**src/rtl/buffer_drain_pkg.sv**
```systemverilog
// Shared definitions for the block drainer: FSM encoding and counter sizing.
package buffer_drain_pkg;

    typedef enum logic {
        StIdle = 1'b0,
        StSend = 1'b1
    } drain_state_e;

    function automatic int unsigned cnt_width(input int unsigned depth);
        return (depth > 1) ? $clog2(depth) : 1;
    endfunction

endpackage

```
**src/rtl/drain_ctr.sv**
```systemverilog
// Word index counter for the drainer: reset by load/clear, saturates at DEPTH-1.
module drain_ctr
    import buffer_drain_pkg::*;
#(
    parameter int unsigned DEPTH = 2,
    parameter int unsigned CntW  = cnt_width(DEPTH)
) (
    input  logic            clk,
    input  logic            rst,
    input  logic            clear,
    input  logic            load,
    input  logic            step,
    output logic [CntW-1:0] o_cnt,
    output logic            o_last
);

    localparam logic [CntW-1:0] LastIdx = CntW'(DEPTH - 1);

    logic [CntW-1:0] cnt_q, cnt_d;

    always_comb begin
        cnt_d = cnt_q;
        if (clear || load) begin
            cnt_d = '0;
        end else if (step && (cnt_q != LastIdx)) begin
            cnt_d = cnt_q + CntW'(1);
        end
    end

    always_ff @(posedge clk or posedge rst) begin
        if (rst) begin
            cnt_q <= '0;
        end else begin
            cnt_q <= cnt_d;
        end
    end

    assign o_cnt  = cnt_q;
    assign o_last = (cnt_q == LastIdx);

endmodule

```
**src/rtl/buffer_drain.sv**
```systemverilog
// Parallel-in/serial-out drainer: holds one DEPTH-word block and emits it word 0 first.
module buffer_drain
    import buffer_drain_pkg::*;
#(
    parameter int unsigned DATA_W = 32,
    parameter int unsigned DEPTH  = 2
) (
    input  logic                    clk,
    input  logic                    rst,
    input  logic                    clear,
    input  logic [DATA_W*DEPTH-1:0] i_data,
    input  logic                    i_valid,
    output logic                    o_ready,
    output logic [DATA_W-1:0]       o_data,
    output logic                    o_valid,
    input  logic                    i_ready,
    output logic                    o_last
);

    localparam int unsigned CntW = cnt_width(DEPTH);

    drain_state_e state_q, state_d;

    logic [DEPTH-1:0][DATA_W-1:0] block_q, block_d;
    logic [CntW-1:0]              cnt;
    logic                         ctr_last;
    logic                         accept;
    logic                         step;

    assign accept = i_valid && o_ready;
    assign step   = o_valid && i_ready;

    drain_ctr #(
        .DEPTH (DEPTH),
        .CntW  (CntW)
    ) u_ctr (
        .clk    (clk),
        .rst    (rst),
        .clear  (clear),
        .load   (accept),
        .step   (step),
        .o_cnt  (cnt),
        .o_last (ctr_last)
    );

    always_ff @(posedge clk or posedge rst) begin
        if (rst) begin
            state_q <= StIdle;
        end else begin
            state_q <= state_d;
        end
    end

    always_comb begin
        state_d = state_q;
        if (clear) begin
            state_d = StIdle;
        end else begin
            unique case (state_q)
                StIdle: if (accept) state_d = StSend;
                // Last word leaving with no refill drops back to idle.
                StSend: if (i_ready && ctr_last && !accept) state_d = StIdle;
                default: state_d = StIdle;
            endcase
        end
    end

    always_comb begin
        o_valid = 1'b0;
        o_last  = 1'b0;
        o_ready = 1'b0;
        unique case (state_q)
            StIdle: o_ready = !clear;
            StSend: begin
                o_valid = 1'b1;
                o_last  = ctr_last;
                o_ready = !clear && i_ready && ctr_last;
            end
            default: o_ready = 1'b0;
        endcase
        o_data = block_q[cnt];
    end

    assign block_d = accept ? i_data : block_q;

    always_ff @(posedge clk or posedge rst) begin
        if (rst) begin
            block_q <= '0;
        end else begin
            block_q <= block_d;
        end
    end

endmodule

```
**config.mk**
```make
export PLATFORM = sky130hd
export DESIGN_NAME = buffer_drain
export DESIGN_NICKNAME = d
export VERILOG_FILES = /design/src/rtl/buffer_drain_pkg.sv /design/src/rtl/drain_ctr.sv /design/src/rtl/buffer_drain.sv
export SDC_FILE = /design/constraint.sdc
export NUM_CORES = 1
export LEC_CHECK = 0
export ABC_CLOCK_PERIOD_IN_PS = 2200
export BUFFER_PORTS_ARGS = -buffer_cell sky130_fd_sc_hd__buf_4
export CORE_ASPECT_RATIO = 0.9
export CORE_MARGIN = 2
export CORE_UTILIZATION = 30
export CTS_CLUSTER_DIAMETER = 80
export DETAILED_ROUTE_END_ITERATION = 10
export PLACE_DENSITY = 0.55
export SLEW_MARGIN = 40
export SYNTH_ARGS = -nofsm -noshare
export SYNTH_HDL_FRONTEND = slang
export SYNTH_SLANG_ARGS = --single-unit
```
**constraint.sdc**
```tcl
create_clock -name clk -period 2.2 [get_ports clk]
set_input_delay 0.33 -clock clk [delete_from_list [all_inputs] [get_ports clk]]
set_output_delay 0.33 -clock clk [all_outputs]
set_load 0.05 [all_outputs]
```
==> results of run 1 <==
-- critical path, delay by kind of cell, from the launching register on --
family                 cells  cell delay, ns
buffers and inverters      2            0.52
flip-flops                 1            0.40
multiplexers               1            0.39
-- cell families after synthesis --
logic type	Yosys count	synth area share, %
AO/OA/AOI/OAI	3	1.020
buffers and inverters	12	5.063
flip-flops	66	51.81
multiplexers	96	40.97
AND/OR/NAND/NOR	6	1.138
-- placed cells by master (no fill, tap or decap) --
cell / Yosys / routed
buf_4: 0 / 108
dfrtp_1: 66 / 65
mux2_4: 60 / 60
mux2_2: 36 / 36
clkbuf_16: 0 / 9
buf_12: 6 / 4
nor2_1: 3 / 3
clkinv_2: 0 / 2
clkbuf_8: 0 / 2
a21boi_4: 1 / 1
nor3b_4: 0 / 1
and2_1: 1 / 1
inv_2: 0 / 1
nand2b_1: 1 / 1
a21oi_1: 1 / 1
a311oi_1: 1 / 1
bufinv_16: 0 / 1
dfrtp_2: 0 / 1
-- worst paths after layout --
kind                       slack [ns]     endpoint         from  depth (start not counted)
min                              0.11  block_q[34]          rst                          2
max in group asynchronous        1.48  block_q[50]          rst                          3
max                              0.25   o_data[28]  u_ctr.o_cnt                          3
min reg2reg                      0.50  block_q[35]  block_q[35]                          1
max reg2reg                      0.42   block_q[4]      state_q                          5
min in group clk                 0.22      state_q        clear                          2
-- layer usage --
metal | vias to the layer above | wire (µm) | track usage [%]
met1 | 901 | 2944 | 15.15
met4 | 0 | 39 | 2.533
met2 | 61 | 2927 | 17.37
li1 | 871 | - | -
met5 | - | 0 | 0
met3 | 4 | 458 | 5.805
-- area by class of cell --
type | count | share of cell area (%)
well taps | 129 | 3.683
clock inverters | 3 | 0.9135
inverters | 1 | 0.08564
repair buffers | 112 | 20.33
flip-flops and latches | 66 | 37.71
multi-input cells | 105 | 31.52
clock buffers | 11 | 5.766
-- power breakdown --
part | internal, µW | switching, µW
Combinational | 695 | 756
Sequential | 1450 | 121
Clock | 921 | 476
-- through the flow --
stage                     total power (µW)  hold WS (ns)  cell area (µm²)  instances  util (%)
final                                 4421        0.1134             4383        427     42.59
after global routing                  4631        0.1653             4383        427     42.59
after CTS                             4492        0.1370             4383        427     42.59
after detailed placement              3054        0.4771             4090        413     39.74
after global placement                3045        0.4770             4090        413     39.74
after floorplan                       2659        0.3962             3188        183         -
-- sequential cells by signal (all words and copies together) (netlist names) --
register,count
block_q,64
state_q,1
u_ctr.o_cnt,1
==> impl_metrics.ini, run 1 <==
[outcome]
outcome = finished, final reports clean

[layout]
nets = 364
drive_gt1_share_pct = 75.84
fillers = 946
multiInputGateArea_um2 = 1381
syn_to_final_growth_pct = 37.48
diodes = 0
seq_area_um2 = 1653

[clock_tree]
cts_max_level = 3
cts_max_path_buffers = 2
cts.repair.resized = 0
cts-root-buf = clkbuf_16
clock_sinks = 66
ctsHoldBuffers = 0
postCtsSetupRepairBufs = 0
cts_buffers = 9
clk_latency_ns = 0.32
clkTransAtPathRegs_ns = 0.05
tritoncts = done

[pwr]
p_per_area_nw_per_um2 = 1009
ir_worst_vdd_mv = 0.4465
power.static_leakage_uw = 0.002080

[global_route]
grt_max_degree = 40
overflow = 0
grt_pass1_vias = 1993
grt_pass1_wl_mm = 10.31
groute.usage.overall_pct = 11.58
antenna_found_initial = 0

[routing]
routed_wl_mm = 6.368
num_vias = 1837
drc = 0
first_pass_iters = 4
drt_iter0_drc = 46
wl_per_cell_um = 14.91
vias_per_cell = 4.302
drtAntennaViolNets = 0

[sta]
rsz0062_at_grt = false
setup_viol = 0
finClkSkew_ns = 0.006813
maxSlewViolCount = 0
max_slew_margin_pct = 56.26
fmax_mhz = 513.1
fin_setup_tns_ns = 0
period_share_pct = 88.59
period_needed_ns = 1.949
setup_slack_ns = 0.2510
hold_viol = 0
worst_slew_pin_slew_ns = 0.6551

[synth]
synth_cell_types = 14
netlist_instances = 183
avgSynthCellArea_um2 = 17.42
synth.most_common_cell = dfrtp_1
async_flop_share_pct = 100.0
synth-seq-cells = 66
synth_top_cell_area_share_pct = 51.81
ys.flop_type = dfrtp_1
yosys_warnings = 0
synth_commonest_cells = dfrtp_1, mux2_4, mux2_2
synth-edff-count = 0
synth_area_um2 = 3188
yosys.area.top_type = dfrtp_1
seq_area_frac_synth_pct = 51.81
synthTopCellsByArea = dfrtp_1, mux2_4, mux2_2
synth_fp_nets = 252

[placed_design]
portBuffers = 103
dp_hpwl_mm = 4.406
gp_congestion = 0.7115
place_ws_ns = 0.4212

[floorplan]
io_pins = 104
row_count = 35
die_h_um = 101.8
coreArea_um2 = 10290
die_x_um = 112.7
initial_core_util_pct = 30.98
fp.dieArea_um2 = 11470

[setup_path]
start_kind = flop
cpMaxStageDelayCell = dfrtp_2
endpoint_kind = primary output
cp.required_ns = 1.87
cp_common_cell = buf_4
critical_path_class = reg -> out
arrival_ns = 1.62
worstPathCellList = buf_4 > mux2_2 > buf_4
crit_fanout = 22
max_stage_delay_ns = 0.40

[flow_run]
max_cap_violations = 0

[min_path]
min_path_type = in -> async
(Power assumes the default switching activity.)
==> run 2, diff against run 1 <==
--- a/config.mk
+++ b/config.mk
@@ -7,12 +7,12 @@
 export LEC_CHECK = 0
 export ABC_CLOCK_PERIOD_IN_PS = 2200
 export BUFFER_PORTS_ARGS = -buffer_cell sky130_fd_sc_hd__buf_4
-export CORE_ASPECT_RATIO = 0.9
+export CORE_ASPECT_RATIO = 1.2
 export CORE_MARGIN = 2
-export CORE_UTILIZATION = 30
+export CORE_UTILIZATION = 40
 export CTS_CLUSTER_DIAMETER = 80
 export DETAILED_ROUTE_END_ITERATION = 10
-export PLACE_DENSITY = 0.55
+export PLACE_DENSITY = 0.68
 export SLEW_MARGIN = 40
 export SYNTH_ARGS = -nofsm -noshare
 export SYNTH_HDL_FRONTEND = slang
==> run 2 against run 1 <==
Against the previous run:
- die area decreased by 24%
- total power decreased by 6.8%
- setup slack got worse by 0.070 ns
- sequential share of layout area increased by 1.5 points
- via count decreased by 0.33%
- non-clock buffer count decreased by 3
- clock-buffer cell count decreased by 2
- global-route usage increased by 3.2 points
- critical path depth unchanged
- final area decreased by 3.9%
- routed wire length decreased by 5.4%
- critical endpoint is now o_data[25]
==> impl_metrics.ini, run 2 (synthesis results as in run 1) <==
[setup_path]
worstPathCellList = buf_4 > mux2_2 > buf_4
cp_common_cell = buf_4
endpoint_kind = primary output
cpMaxStageDelayCell = dfrtp_1
critical_path_class = reg -> out
arrival_ns = 1.69
start_kind = flop
max_stage_delay_ns = 0.42
critPathTopFamily = buffers and inverters
cp.required_ns = 1.87
crit_fanout = 25
worst-path-buf-inv = 2

[placed_design]
dp_hpwl_mm = 4.136
gp_congestion = 0.7201
portBuffers = 103
dpl_cell_area_um2 = 3995

[routing]
wl_per_cell_um = 15.48
first_pass_iters = 4
drt_iter0_drc = 28
drc = 0
vias_per_cell = 4.707
routed_wl_mm = 6.021
drtAntennaViolNets = 0
num_vias = 1831

[clock_tree]
cts.repair.resized = 0
tritoncts = done
cts-root-buf = clkbuf_8
clk_latency_ns = 0.33
cts_max_level = 3
ctsHoldBuffers = 0
clock_sinks = 66
postCtsSetupRepairBufs = 0
clkTransAtPathRegs_ns = 0.08
cts_buffers = 9
cts_max_path_buffers = 2

[global_route]
grt_max_degree = 67
groute.usage.overall_pct = 14.79
overflow = 0
antenna_found_initial = 0
grt_pass1_vias = 2007
grt_pass1_wl_mm = 9.949

[pwr]
power_frac_clock_pct = 27.0
p_per_area_nw_per_um2 = 977.9
comb_power_share_pct = 34.8
power.static_leakage_uw = 0.002018
power_switching_share_pct = 32.74
p_switching_uw = 1349
intPower_uw = 2771
pwr-share-seq_pct = 38.2
ir_worst_vdd_mv = 0.4583

[layout]
syn_to_final_growth_pct = 32.14
final_core_util_pct = 54.66
largest_reg_flops = 64
nets = 361
final_area_um2 = 4213
regMostFlops = block_q
final_cell_mix = buf_4, dfrtp_1, mux2_4, mux2_2, clkbuf_8
diodes = 0
final_common_cell = buf_4
drive_gt1_share_pct = 75.42

[floorplan]
die_h_um = 101.8
row_count = 35
initial_core_util_pct = 41.36
die_x_um = 85.50
io_pins = 104
fp.dieArea_um2 = 8703
coreArea_um2 = 7707

[sta]
hold_viol = 0
max_slew_margin_pct = 76.62
maxSlewViolCount = 0
fin_setup_tns_ns = 0
finClkSkew_ns = 0.007062
setup_viol = 0
fmax_mhz = 495.3
rsz0062_at_grt = false
worst_slew_pin_slew_ns = 0.3507
whs_ns = 0.06723
period_share_pct = 91.78
period_needed_ns = 2.019

[outcome]
outcome = finished, final reports clean

[flow_run]
max_cap_violations = 0

[min_path]
min_path_type = in -> async
-- run 2: per-layer routing --
metal | vias up | global-route usage [%] | routed length (µm)
li1 | 864 | - | -
met1 | 898 | 19.49 | 2625
met2 | 59 | 22.84 | 2910
met3 | 10 | 3.830 | 363
met4 | 0 | 6.960 | 122
met5 | - | 0 | 0
-- run 2: layout make-up --
cell class	count	area [µm²]
multi-input combinational	105	1381
clock buffer	9	123.9
timing repair buffer	109	843.3
tap	92	115.1
fill	660	3495
inverter	1	3.754
clock inverter	7	93.84
sequential	66	1652
-- run 2: final timing paths --
path / slack [ns] / cells after the start / endpoint / from
max in group asynchronous: 1.85 / 3 / block_q[27] / rst
worst max register to register: 0.54 / 4 / block_q[8] / state_q
worst min-delay path: 0.07 / 3 / block_q[31] / rst
worst max-delay path: 0.18 / 3 / o_data[25] / u_ctr.o_cnt
worst min register to register: 0.51 / 1 / block_q[33] / block_q[33]
min in group clk: 0.20 / 2 / u_ctr.o_cnt / clear
-- run 2: stage by stage --
step           total power (µW)  std cells  setup slack (ns)
5_1_grt                    4320        389           0.07924
6_report                   4120        389            0.1808
3_3_place_gp               3024        373            0.5407
2_1_floorplan              2659        183            0.2152
4_1_cts                    4172        389            0.1422
3_5_place_dp               3042        373            0.5129
-- run 2: power by group through the flow --
stage | clock, µW | sequential, µW | combinational (µW)
2_1_floorplan | 0 | 1560 | 1100
3_3_place_gp | 0 | 1590 | 1430
3_5_place_dp | 0 | 1590 | 1450
4_1_cts | 1140 | 1580 | 1450
5_1_grt | 1210 | 1610 | 1500
6_report | 1110 | 1570 | 1430
-- run 2: tightest hold or removal path, cell delays in order --
cell,delay [ns]
buf_4,0.11
inv_2,0.06
buf_12,0.31
